[src/rtl/mul_hilo_ctrl.sv]
// ----------------------------------------------------------------------------
// mul_hilo_ctrl
//   Control and writeback stage around the sequential shift-add multiplier.
//   A MUL request is accepted in IDLE. The operands are latched and the
//   multiplier is launched. The stage then waits for the completion strobe,
//   bounded by TIMEOUT cycles. The product is written into HI/LO, and done
//   pulses for one cycle. busy stays high while a multiply is outstanding so
//   the control unit stalls.
//
// Parameters
//   WIDTH    operand width; the product is 2*WIDTH bits
//   TIMEOUT  maximum cycles spent in WAIT before aborting (>= WIDTH+2)
//   CNT_W    wait counter width (2**CNT_W > TIMEOUT)
//
// Ports
//   clk, rst     rising-edge clock; synchronous active-high reset
//   start        request pulse, sampled only in IDLE
//   op_a, op_b   operands, captured when start is accepted
//   busy         high in every state except IDLE
//   done         one-cycle pulse in the CAPTURE cycle
//   err          sticky timeout flag, cleared by rst or the next accepted start
//   mul_start    one-cycle launch pulse to the multiplier
//   mul_a, mul_b registered operands driven to the multiplier
//   mul_done     completion strobe from the multiplier
//   mul_product  product, valid while mul_done is high
//   hi_out       HI register, upper half of the product
//   lo_out       LO register, lower half of the product
//
// Build option
//   SIGNED_MUL_EN  two's-complement operands. mul_a and mul_b carry the
//                  magnitudes of the operands. The product is negated when
//                  the operand signs differ.
// ----------------------------------------------------------------------------
module mul_hilo_ctrl #(
    parameter int unsigned WIDTH   = 32,
    parameter int unsigned TIMEOUT = 40,
    parameter int unsigned CNT_W   = 6
) (
    input  logic               clk,
    input  logic               rst,
    input  logic               start,
    input  logic [WIDTH-1:0]   op_a,
    input  logic [WIDTH-1:0]   op_b,
    output logic               busy,
    output logic               done,
    output logic               err,
    output logic               mul_start,
    output logic [WIDTH-1:0]   mul_a,
    output logic [WIDTH-1:0]   mul_b,
    input  logic               mul_done,
    input  logic [2*WIDTH-1:0] mul_product,
    output logic [WIDTH-1:0]   hi_out,
    output logic [WIDTH-1:0]   lo_out
);

    typedef enum logic [1:0] {
        S_IDLE,
        S_LAUNCH,
        S_WAIT,
        S_CAPTURE
    } state_t;

    state_t             state_q, state_d;
    logic [CNT_W-1:0]   cnt_q, cnt_d;
    logic [WIDTH-1:0]   mul_a_q, mul_a_d;
    logic [WIDTH-1:0]   mul_b_q, mul_b_d;
    logic               err_q, err_d;
    logic [2*WIDTH-1:0] capture_q, capture_d;
    logic [WIDTH-1:0]   hi_q, hi_d;
    logic [WIDTH-1:0]   lo_q, lo_d;
    logic [2*WIDTH-1:0] result;

`ifdef SIGNED_MUL_EN
    logic               neg_q, neg_d;
`endif

    always_comb begin
        state_d   = state_q;
        cnt_d     = cnt_q;
        mul_a_d   = mul_a_q;
        mul_b_d   = mul_b_q;
        err_d     = err_q;
        capture_d = capture_q;
        hi_d      = hi_q;
        lo_d      = lo_q;
        result    = capture_q;
`ifdef SIGNED_MUL_EN
        neg_d     = neg_q;
`endif

        unique case (state_q)
            S_IDLE: begin
                if (start) begin
`ifdef SIGNED_MUL_EN
                    // The most-negative value negates to itself. Read as
                    // unsigned, it is the correct magnitude.
                    mul_a_d = op_a[WIDTH-1] ? -op_a : op_a;
                    mul_b_d = op_b[WIDTH-1] ? -op_b : op_b;
                    neg_d   = op_a[WIDTH-1] ^ op_b[WIDTH-1];
`else
                    mul_a_d = op_a;
                    mul_b_d = op_b;
`endif
                    err_d   = 1'b0;
                    state_d = S_LAUNCH;
                end
            end

            S_LAUNCH: begin
                cnt_d   = '0;
                state_d = S_WAIT;
            end

            S_WAIT: begin
                cnt_d = cnt_q + 1'b1;
                // A completion in the final timeout cycle still counts as a
                // completion.
                if (mul_done) begin
                    capture_d = mul_product;
                    state_d   = S_CAPTURE;
                end else if (cnt_q == CNT_W'(TIMEOUT - 1)) begin
                    err_d   = 1'b1;
                    state_d = S_IDLE;
                end
            end

            S_CAPTURE: begin
`ifdef SIGNED_MUL_EN
                if (neg_q) begin
                    result = -capture_q;
                end
`endif
                hi_d    = result[2*WIDTH-1:WIDTH];
                lo_d    = result[WIDTH-1:0];
                state_d = S_IDLE;
            end

            default: state_d = S_IDLE;
        endcase
    end

    always_ff @(posedge clk) begin
        if (rst) begin
            state_q   <= S_IDLE;
            cnt_q     <= '0;
            mul_a_q   <= '0;
            mul_b_q   <= '0;
            err_q     <= 1'b0;
            capture_q <= '0;
            hi_q      <= '0;
            lo_q      <= '0;
`ifdef SIGNED_MUL_EN
            neg_q     <= 1'b0;
`endif
        end else begin
            state_q   <= state_d;
            cnt_q     <= cnt_d;
            mul_a_q   <= mul_a_d;
            mul_b_q   <= mul_b_d;
            err_q     <= err_d;
            capture_q <= capture_d;
            hi_q      <= hi_d;
            lo_q      <= lo_d;
`ifdef SIGNED_MUL_EN
            neg_q     <= neg_d;
`endif
        end
    end

    assign busy      = (state_q != S_IDLE);
    assign done      = (state_q == S_CAPTURE);
    assign mul_start = (state_q == S_LAUNCH);
    assign err       = err_q;
    assign mul_a     = mul_a_q;
    assign mul_b     = mul_b_q;
    assign hi_out    = hi_q;
    assign lo_out    = lo_q;

endmodule

[config.mk]
export PLATFORM = sky130hd
export DESIGN_NAME = mul_hilo_ctrl
export DESIGN_NICKNAME = d
export VERILOG_FILES = /design/src/rtl/mul_hilo_ctrl.sv
export SDC_FILE = /design/constraint.sdc
export NUM_CORES = 1
export LEC_CHECK = 0
export ABC_AREA = 0
export BUFFER_PORTS_ARGS = -buffer_cell sky130_fd_sc_hd__clkbuf_2
export CAP_MARGIN = 15
export CORE_AREA = 2 2 125 127
export DETAILED_ROUTE_END_ITERATION = 6
export DIE_AREA = 0 0 127 129
export PLACE_DENSITY = 0.78
export SLEW_MARGIN = 20
export SYNTH_ARGS = -nofsm -noshare
export SYNTH_HDL_FRONTEND = slang
export SYNTH_SLANG_ARGS = --single-unit
[constraint.sdc]
create_clock -name clk -period 1.8 [get_ports clk]
set_input_delay 0.09 -clock clk [delete_from_list [all_inputs] [get_ports clk]]
set_output_delay 0.09 -clock clk [all_outputs]
set_load 0.005 [all_outputs]
==> results of run 1 <==
==> worst reg2reg max path, stage by stage (launching register included) <==
cell     delay, ns
dfxtp_1       0.36
inv_1         0.12
ha_2          0.26
and2_2        0.19
buf_12        0.25
nand2_1       0.17
a21oi_1       0.19
==> area by class of cell <==
cell class	count	area (µm²)
fill	1025	4350
clock buffer	31	656
clock inverter	7	62.6
inverter	4	15.0
sequential	201	4020
tap	188	235
timing repair buffer	405	2800
multi-input combinational	559	2830
==> timing repair <==
item	4_1_cts	5_1_grt
gates resized for setup	0	1
endpoints found under the setup margin	0	1
hold buffers	129	0
hold endpoints to repair	141	0
==> cell families (layout without fill, tap and decap cells) <==
group           Yosys count  after routing  share of synthesized area, %
compound gates          138            138                          9.89
xor+xnor                  4              4                         0.486
fa+ha+maj                 5              5                         0.868
buf+inv                  60            447                          5.19
flops                   201            201                          55.8
mux                      65             65                          9.04
simple gates            347            347                          18.7
==> path summary, 6_finish.rpt <==
check,start,to,slack [ns],depth (start not counted)
setup / recovery,state_q[0],done,0.1,4
hold / removal,mul_done,state_q[1],0.02,3
setup reg to reg,state_q[1],mul_b[7],0.16,6
hold reg to reg,capture_q[23],capture_q[23],0.45,2
==> registers in the layout, summed over array words and instances, names as in the netlist <==
| signal | count |
|---|---|
| capture_q | 64 |
| hi_out | 32 |
| lo_out | 32 |
| mul_a | 32 |
| mul_b | 32 |
| cnt_q | 6 |
| state_q | 2 |
| err | 1 |
==> where the power goes <==
group	switching [mW]	internal, mW
sequential	0.191	4.79
combinational	1.20	0.943
clock	1.73	2.67
total	3.12	8.40
==> cell usage in the layout (no fill, tap or decap), types with 2 or more instances in the layout <==
cell and n:
a21oi_1 132, and2_2 2, buf_12 7, buf_4 6, clkbuf_1 3, clkbuf_16 23
clkbuf_2 262, clkbuf_8 5, clkinv_2 5, dfxtp_1 201, dlygate4sd3_1 129, ha_1 3
inv_1 4, mux2i_1 64, nand2_1 259, nand2_2 2, nand2b_1 2, nand4_1 2
nor2_1 72, nor3_1 3, xor2_1 4
==> metrics by stage <==
stage | power (mW) | worst slack [ns]
final | 11.5 | 0.0953
after global placement | 6.86 | 0.271
after CTS | 11.5 | 0.0584
after global routing | 12.0 | 0.00280
after detailed placement | 6.90 | 0.213
after floorplan | 6.26 | 0.396
==> per-layer routing <==
metal	vias up	track usage, %	routed length [µm]
met5	-	0	0
li1	3402	-	-
met1	3314	27.1	8150
met3	72	5.82	1460
met4	0	9.95	767
met2	271	45.7	10900
==> impl_metrics.yaml, run 1 <==
synth:
  synth_most_common_cell: "nand2_1"
  synth_top_area_share_pct: 55.8
  syn-num-nets: 957
  syn-mean-instance-area_um2: 8.79
  synthCells: 820
  synth_flop_cell: "dfxtp_1"
  yosys_warnings: 0
  ys_ff_latch: 201
  synthTopCellsByCount: "nand2_1 (261), dfxtp_1 (201), a21oi_1 (132), nor2_1 (72), mux2i_1 (64)"
  netlist_area_mm2: 0.00721
  async_flop_share_pct: 0
  synth_area_leader_cell: "dfxtp_1"
  synth_area_leaders: "dfxtp_1 (56%), nand2_1 (14%), a21oi_1 (9.2%)"
  yosysUniqueCellTypes: 29
  synth-edff-count: 0
  synth_seq_area_share_pct: 55.8
routing:
  dr.pass1.iters: 4
  via_count: 7059
  avgRoutedWirePerCell_um: 15.3
  routed_wirelength_um: 21300
  drt_iter0_markers: 328
  antenna_left: 0
  viasPerCell: 5.06
  drc: 0
placed_design:
  dp_cells: 1228
  routabilityCongestion: 0.771
  place_hpwl_um: 11300
  portBuffers: 263
  postPlaceCellArea_mm2: 0.00861
clock_network:
  clock_sinks: 201
  cts_setup_buffers: 0
  cts_tree: "yes"
  clkTransAtPathRegs_ns: 0.06
  h-tree-depth: 1
  clk_latency_ns: 0.49
  cts_root_buf: "clkbuf_16"
  clk_path_buf_depth: 3
  cts_made_buffers: 22
flow_run:
  max_cap_violations: 0
worst_setup_path:
  criticalPathCategory: "flop to primary output"
  slowest_delay_ns: 0.33
  cp_num_buf_inv: 3
  crit_path_top_delay_cell: "dfxtp_1"
  critPathMostFrequentCell: "buf_4"
  worstPathRequired_ns: 1.71
  worstSetupEndpointType: "primary output"
  critPathTopFamily: "buffers and inverters"
  path_cells: "buf_4 -> ha_4 -> buf_4 -> clkbuf_2"
  cp-start-kind: "flop"
  cp_max_fo: 12
  arrival_ns: 1.61
timing:
  fin_worst_skew_ns: 0.00849
  period_share_pct: 94.7
  relSlewSlack_pct: 74.6
  maxSlewViolCount: 0
  period_minus_slack_ns: 1.70
  timing.setup.tns_ns: 0
  hold_violations: 0
  setup_viol: 0
  rsz0062_at_grt: "false"
  fmax_mhz: 587
  tightest_slew_ns: 0.380
  hold_slack_ns: 0.0220
global_route:
  grt_pass1_vias: 7035
  track_usage_pct: 24.6
  grt_pass1_wl_um: 33400
  antenna_found_initial: 0
  grt_max_degree: 86
  grt_remaining_overflow: 0
die:
  initial_core_util_pct: 48.1
  rows: 45
  io_pins: 264
  fp.dieH_um: 129
  coreArea_mm2: 0.0150
  die_w_um: 127
  die-area_mm2: 0.0164
min_path:
  hold_class: "input port to flop"
power_and_ir_drop:
  ir_worst_vdd_v: 0.000758
  power.density_mw_per_mm2: 1080
  p_leak_nw: 4.49
finish:
  synthToLayoutAreaGrowth_pct: 47.4
  layoutNonFillerInstCount: 1395
  nets: 1330
  fin_util_pct: 70.9
  design_area_mm2: 0.0106
  drive_above_1_share_pct: 26.7
  n_antenna_cell: 0
run_status:
  status: "finished, final reports clean"
Note: power is estimated with default switching activity, not from simulation.
==> run 2: changes to the inputs <==
REMOVE_ABC_BUFFERS = 1   (was not set)
==> run 2 against run 1 <==
  * Cell area grew 0.84%
  * Combinational power grew 2%
  * First-iteration DRC count grew 26%
  * Total power grew 1.9%
  * Largest cell class unchanged
  * Highest routed layer unchanged
==> impl_metrics.yaml, run 2 (synthesis gave the netlist of run 1 again) <==
finish:
  largest_reg_flops: 64
  final_common_cell: "clkbuf_2"
  layoutNonFillerInstCount: 1398
  fin_util_pct: 71.5
  synthToLayoutAreaGrowth_pct: 48.6
  regMostFlops: "capture_q"
  drive_above_1_share_pct: 26.9
  design_area_mm2: 0.0107
  nets: 1331
  mostFrequentLayoutCells: "clkbuf_2 (262), nand2_1 (259), dfxtp_1 (201), a21oi_1 (132), dlygate4sd3_1 (128)"
placed_design:
  routabilityCongestion: 0.774
  pre_cts_ws_ns: 0.107
  portBuffers: 263
  dp_cells: 1230
  postPlaceCellArea_mm2: 0.00866
  place_hpwl_um: 12800
timing:
  fmax_mhz: 567
  period_minus_slack_ns: 1.76
  tightest_slew_ns: 0.607
  maxSlewViolCount: 0
  hold_violations: 0
  hold_slack_ns: 0.0372
  timing.setup.tns_ns: 0
  fin_worst_skew_ns: 0.00714
  fin_ws_ns: 0.0370
  period_share_pct: 97.9
  setup_viol: 0
  relSlewSlack_pct: 59.5
  rsz0062_at_grt: "true"
worst_setup_path:
  cp_num_buf_inv: 2
  cp_max_fo: 64
  criticalPathCategory: "flop to flop"
  startpoint: "state_q[1]"
  critPathTopFamily: "flip-flops"
  worstSetupEndpointType: "flop"
  cp-start-kind: "flop"
  arrival_ns: 2.15
  crit_path_top_delay_cell: "dfxtp_1"
  worstReg2RegStart: "state_q[1]"
  slowest_delay_ns: 0.41
  path_cells: "inv_1 -> ha_2 -> and2_2 -> buf_12 -> nand2_1 -> a21oi_1"
  worstPathRequired_ns: 2.18
global_route:
  grt_remaining_overflow: 0
  grt_pass1_wl_um: 35900
  grt_max_degree: 72
  grt_pass1_vias: 7252
  track_usage_pct: 26.9
  antenna_found_initial: 0
power_and_ir_drop:
  power.density_mw_per_mm2: 1100
  ir_worst_vdd_v: 0.00105
  p_comb_share_pct: 18.7
  p_leak_nw: 4.53
  power.total_mw: 11.7
  swShare_pct: 27.2
  seqPwrFrac_pct: 42.6
  p_switching_mw: 3.20
  p_int_mw: 8.55
  clkPwrFrac_pct: 38.7
clock_network:
  h-tree-depth: 1
  clkTransAtPathRegs_ns: 0.06
  cts_tree: "yes"
  cts_root_buf: "clkbuf_16"
  clk_latency_ns: 0.49
  clock_sinks: 201
  cts_made_buffers: 22
  clk_path_buf_depth: 3
routing:
  routed_wirelength_um: 23100
  drt_iter0_markers: 412
  avgRoutedWirePerCell_um: 16.5
  dr.pass1.iters: 5
  drc: 0
  viasPerCell: 5.15
  antenna_left: 0
  via_count: 7198
die:
  die-area_mm2: 0.0164
  die_w_um: 127
  rows: 45
  io_pins: 264
  fp.dieH_um: 129
  coreArea_mm2: 0.0150
  initial_core_util_pct: 48.1
run_status:
  status: "finished, final reports clean"
min_path:
  hold_class: "input port to flop"
  min_from: "mul_done"
flow_run:
  max_cap_violations: 0
==> run 2: worst register-to-register path: stages (launching register included) <==
cell and delay, ns:
dfxtp_1 0.41, inv_1 0.14, ha_2 0.26, and2_2 0.19, buf_12 0.25, nand2_1 0.17, a21oi_1 0.25
==> run 2: layer usage <==
metal / vias up / track usage [%] / share of wire [%]
li1: 3408 / - / -
met1: 3353 / 29.0 / 37
met2: 359 / 49.8 / 50
met3: 78 / 8.11 / 9.2
met4: 0 / 10.2 / 3.6
met5: - / 0 / 0
==> run 2: path summary, 6_finish.rpt <==
check,slack [ns],end,cells past startpoint
hold / removal,0.04,state_q[1],3
setup / recovery,0.04,mul_a[25],6
setup reg to reg,0.04,mul_a[25],6
hold reg to reg,0.45,mul_a[4],2
==> run 2: power groups by stage <==
stage                     clock (mW)  combinational, mW  sequential (mW)
after floorplan                    0              0.974             5.06
after global placement             0               1.84             5.04
after detailed placement           0               1.87             5.06
after CTS                       4.61               2.10             4.97
after global routing            4.80               2.40             5.02
final                           4.54               2.20             5.00
==> run 2: cell type report <==
class,instances,area (µm²)
fill,1022,4260
sequential,201,4020
multi-input combinational,559,2850
timing repair buffer,406,2840
clock buffer,35,701
tap,188,235
clock inverter,4,48.8
inverter,4,15.0
antenna,1,2.50
==> run 2: repair_timing <==
item,4_1_cts,5_1_grt
hold endpoints to repair,128,0
buffers inserted,0,0
hold buffers,128,0
setup endpoints to repair,0,52
gates resized for setup,0,3
==> run 3: changes to the inputs <==
CORE_AREA = 2 2 136 138   (was 2 2 125 127)
DIE_AREA = 0 0 138 140   (was 0 0 127 129)
PLACE_DENSITY = 0.67   (was 0.78)
==> run 3 against run 2 <==
  * Non-clock buffer count rose by 5
  * First-iteration DRC count fell by 46%
  * Largest cell class unchanged
  * Fmax rose by 6.9%
  * Die area rose by 18%
  * Clock power fell by 4.6%
  * Sequential power barely moved
  * Sequential share of layout area fell by 0.13 points
==> impl_metrics.yaml, run 3 (synthesis gave the netlist of run 1 again) <==
finish:
  n_antenna_cell: 0
  drive_above_1_share_pct: 26.9
  largest_reg_flops: 64
  layoutNonFillerInstCount: 1441
  synthToLayoutAreaGrowth_pct: 49.2
  final_common_cell: "clkbuf_2"
  nets: 1336
  regMostFlops: "capture_q"
  fillers: 1474
  mostFrequentLayoutCells: "clkbuf_2 (262), nand2_1 (259), dfxtp_1 (200), a21oi_1 (132), dlygate4sd3_1 (129)"
  fin_util_pct: 60.5
  seqCellArea_mm2: 0.00403
  multi_input_area_mm2: 0.00284
flow_run:
  max_cap_violations: 0
routing:
  drt_iter0_markers: 223
  routed_wirelength_um: 21200
  viasPerCell: 4.83
  avgRoutedWirePerCell_um: 14.7
  via_count: 6956
  antenna_left: 0
  dr.pass1.iters: 5
  drc: 0
global_route:
  grt_max_degree: 67
  antenna_found_initial: 0
  grt_remaining_overflow: 0
  track_usage_pct: 21.3
  grt_pass1_wl_um: 34700
  grt_pass1_vias: 7066
timing:
  hold_violations: 0
  setup_viol: 0
  period_share_pct: 91.7
  fmax_mhz: 606
  period_minus_slack_ns: 1.65
  rsz0062_at_grt: "false"
  maxSlewViolCount: 0
  relSlewSlack_pct: 60.4
  fin_worst_skew_ns: 0.00479
  tightest_slew_ns: 0.594
placed_design:
  place_hpwl_um: 12600
  dp_cells: 1275
  routabilityCongestion: 0.804
  portBuffers: 263
worst_setup_path:
  worstPathRequired_ns: 1.71
  reg2reg_to: "mul_a[4]"
  cp_max_fo: 34
  worstSetupEndpointType: "primary output"
  worstReg2RegStart: "state_q[1]"
  r2r_slack_ns: 0.20
  criticalPathCategory: "flop to primary output"
  r2r_cells: 6
  arrival_ns: 1.56
  cp-start-kind: "flop"
power_and_ir_drop:
  power.density_mw_per_mm2: 1070
  ir_worst_vdd_v: 0.000909
  p_leak_nw: 4.52
clock_network:
  h-tree-depth: 1
  clk_latency_ns: 0.49
  clkTransAtPathRegs_ns: 0.06
  cts_made_buffers: 22
  clock_sinks: 201
  cts_tree: "yes"
  clk_path_buf_depth: 3
  cts_root_buf: "clkbuf_16"
  cts_setup_buffers: 0
min_path:
  min_from: "rst"
  worstHoldPathCells: 2
  whs_endpoint: "hi_out[17]"
  hold_class: "input port to flop"
die:
  coreArea_mm2: 0.0178
  die-area_mm2: 0.0193
  fp.dieH_um: 140
  rows: 49
  initial_core_util_pct: 40.5
  die_w_um: 138
  io_pins: 264
run_status:
  status: "finished, final reports clean"
-- run 3: area by class of cell --
type	instances	share of cell area (%)
Sequential cell	201	37.4
Timing Repair Buffer	411	26.9
Multi-Input combinational cell	559	26.4
Clock buffer	33	6.07
Tap cell	229	2.66
Clock inverter	4	0.419
Inverter	4	0.140
-- run 3: report_power, final --
part           switching [mW]  internal, mW
Clock                    1.70          2.63
Sequential              0.188          4.79
Combinational            1.21          1.01
-- run 3: repair_timing --
| item | CTS | global route |
|---|---|---|
| setup endpoints to repair | 0 | 21 |
| gates resized for setup | 0 | 3 |
| hold endpoints to repair | 129 | 0 |
| hold buffers | 129 | 0 |
-- run 3: how the worst max path moves through the flow --
| stage | start | endpoint | slack [ns] | cells past startpoint |
|---|---|---|---|---|
| after floorplan | state_q[1] | hi_out[0] | -1.33 | 3 |
| after detailed placement | state_q[1] | capture_q[61] | 0.13 | 5 |
| after global placement | state_q[1] | err | 0.13 | 5 |
| final | state_q[0] | done | 0.15 | 4 |
| after global routing | state_q[0] | done | 0.07 | 4 |
| after CTS | state_q[1] | done | 0.05 | 3 |
-- run 3: layer usage --
layer | global-route usage, % | part of all wire (%) | routed length [µm] | vias to the layer above
li1 | - | - | - | 3425
met1 | 26.2 | 42 | 8900 | 3215
met2 | 35.9 | 47 | 9910 | 267
met3 | 6.09 | 8.3 | 1750 | 49
met4 | 7.73 | 3.0 | 629 | 0
met5 | 0 | 0 | 0 | -
-- run 3: critical path, stage by stage, from the launching register on --
cell and delay, ns:
dfxtp_1 0.33, buf_4 0.14, ha_4 0.17, buf_12 0.26, clkbuf_2 0.16
-- run 3: through the flow --
step                worst slack (ns)  hold slack [ns]  power [mW]  cell area (µm²)  TNS (ns)
floorplan                      -1.33            0.159        6.03             6850   -131.65
global placement               0.128            0.312        6.98             8760         0
detailed placement             0.134            0.318        7.00             8760         0
CTS                           0.0534           0.0411        11.6            10700         0
global route                  0.0733           0.0636        12.1            10800         0
finish                         0.150           0.0460        11.5            10800         0
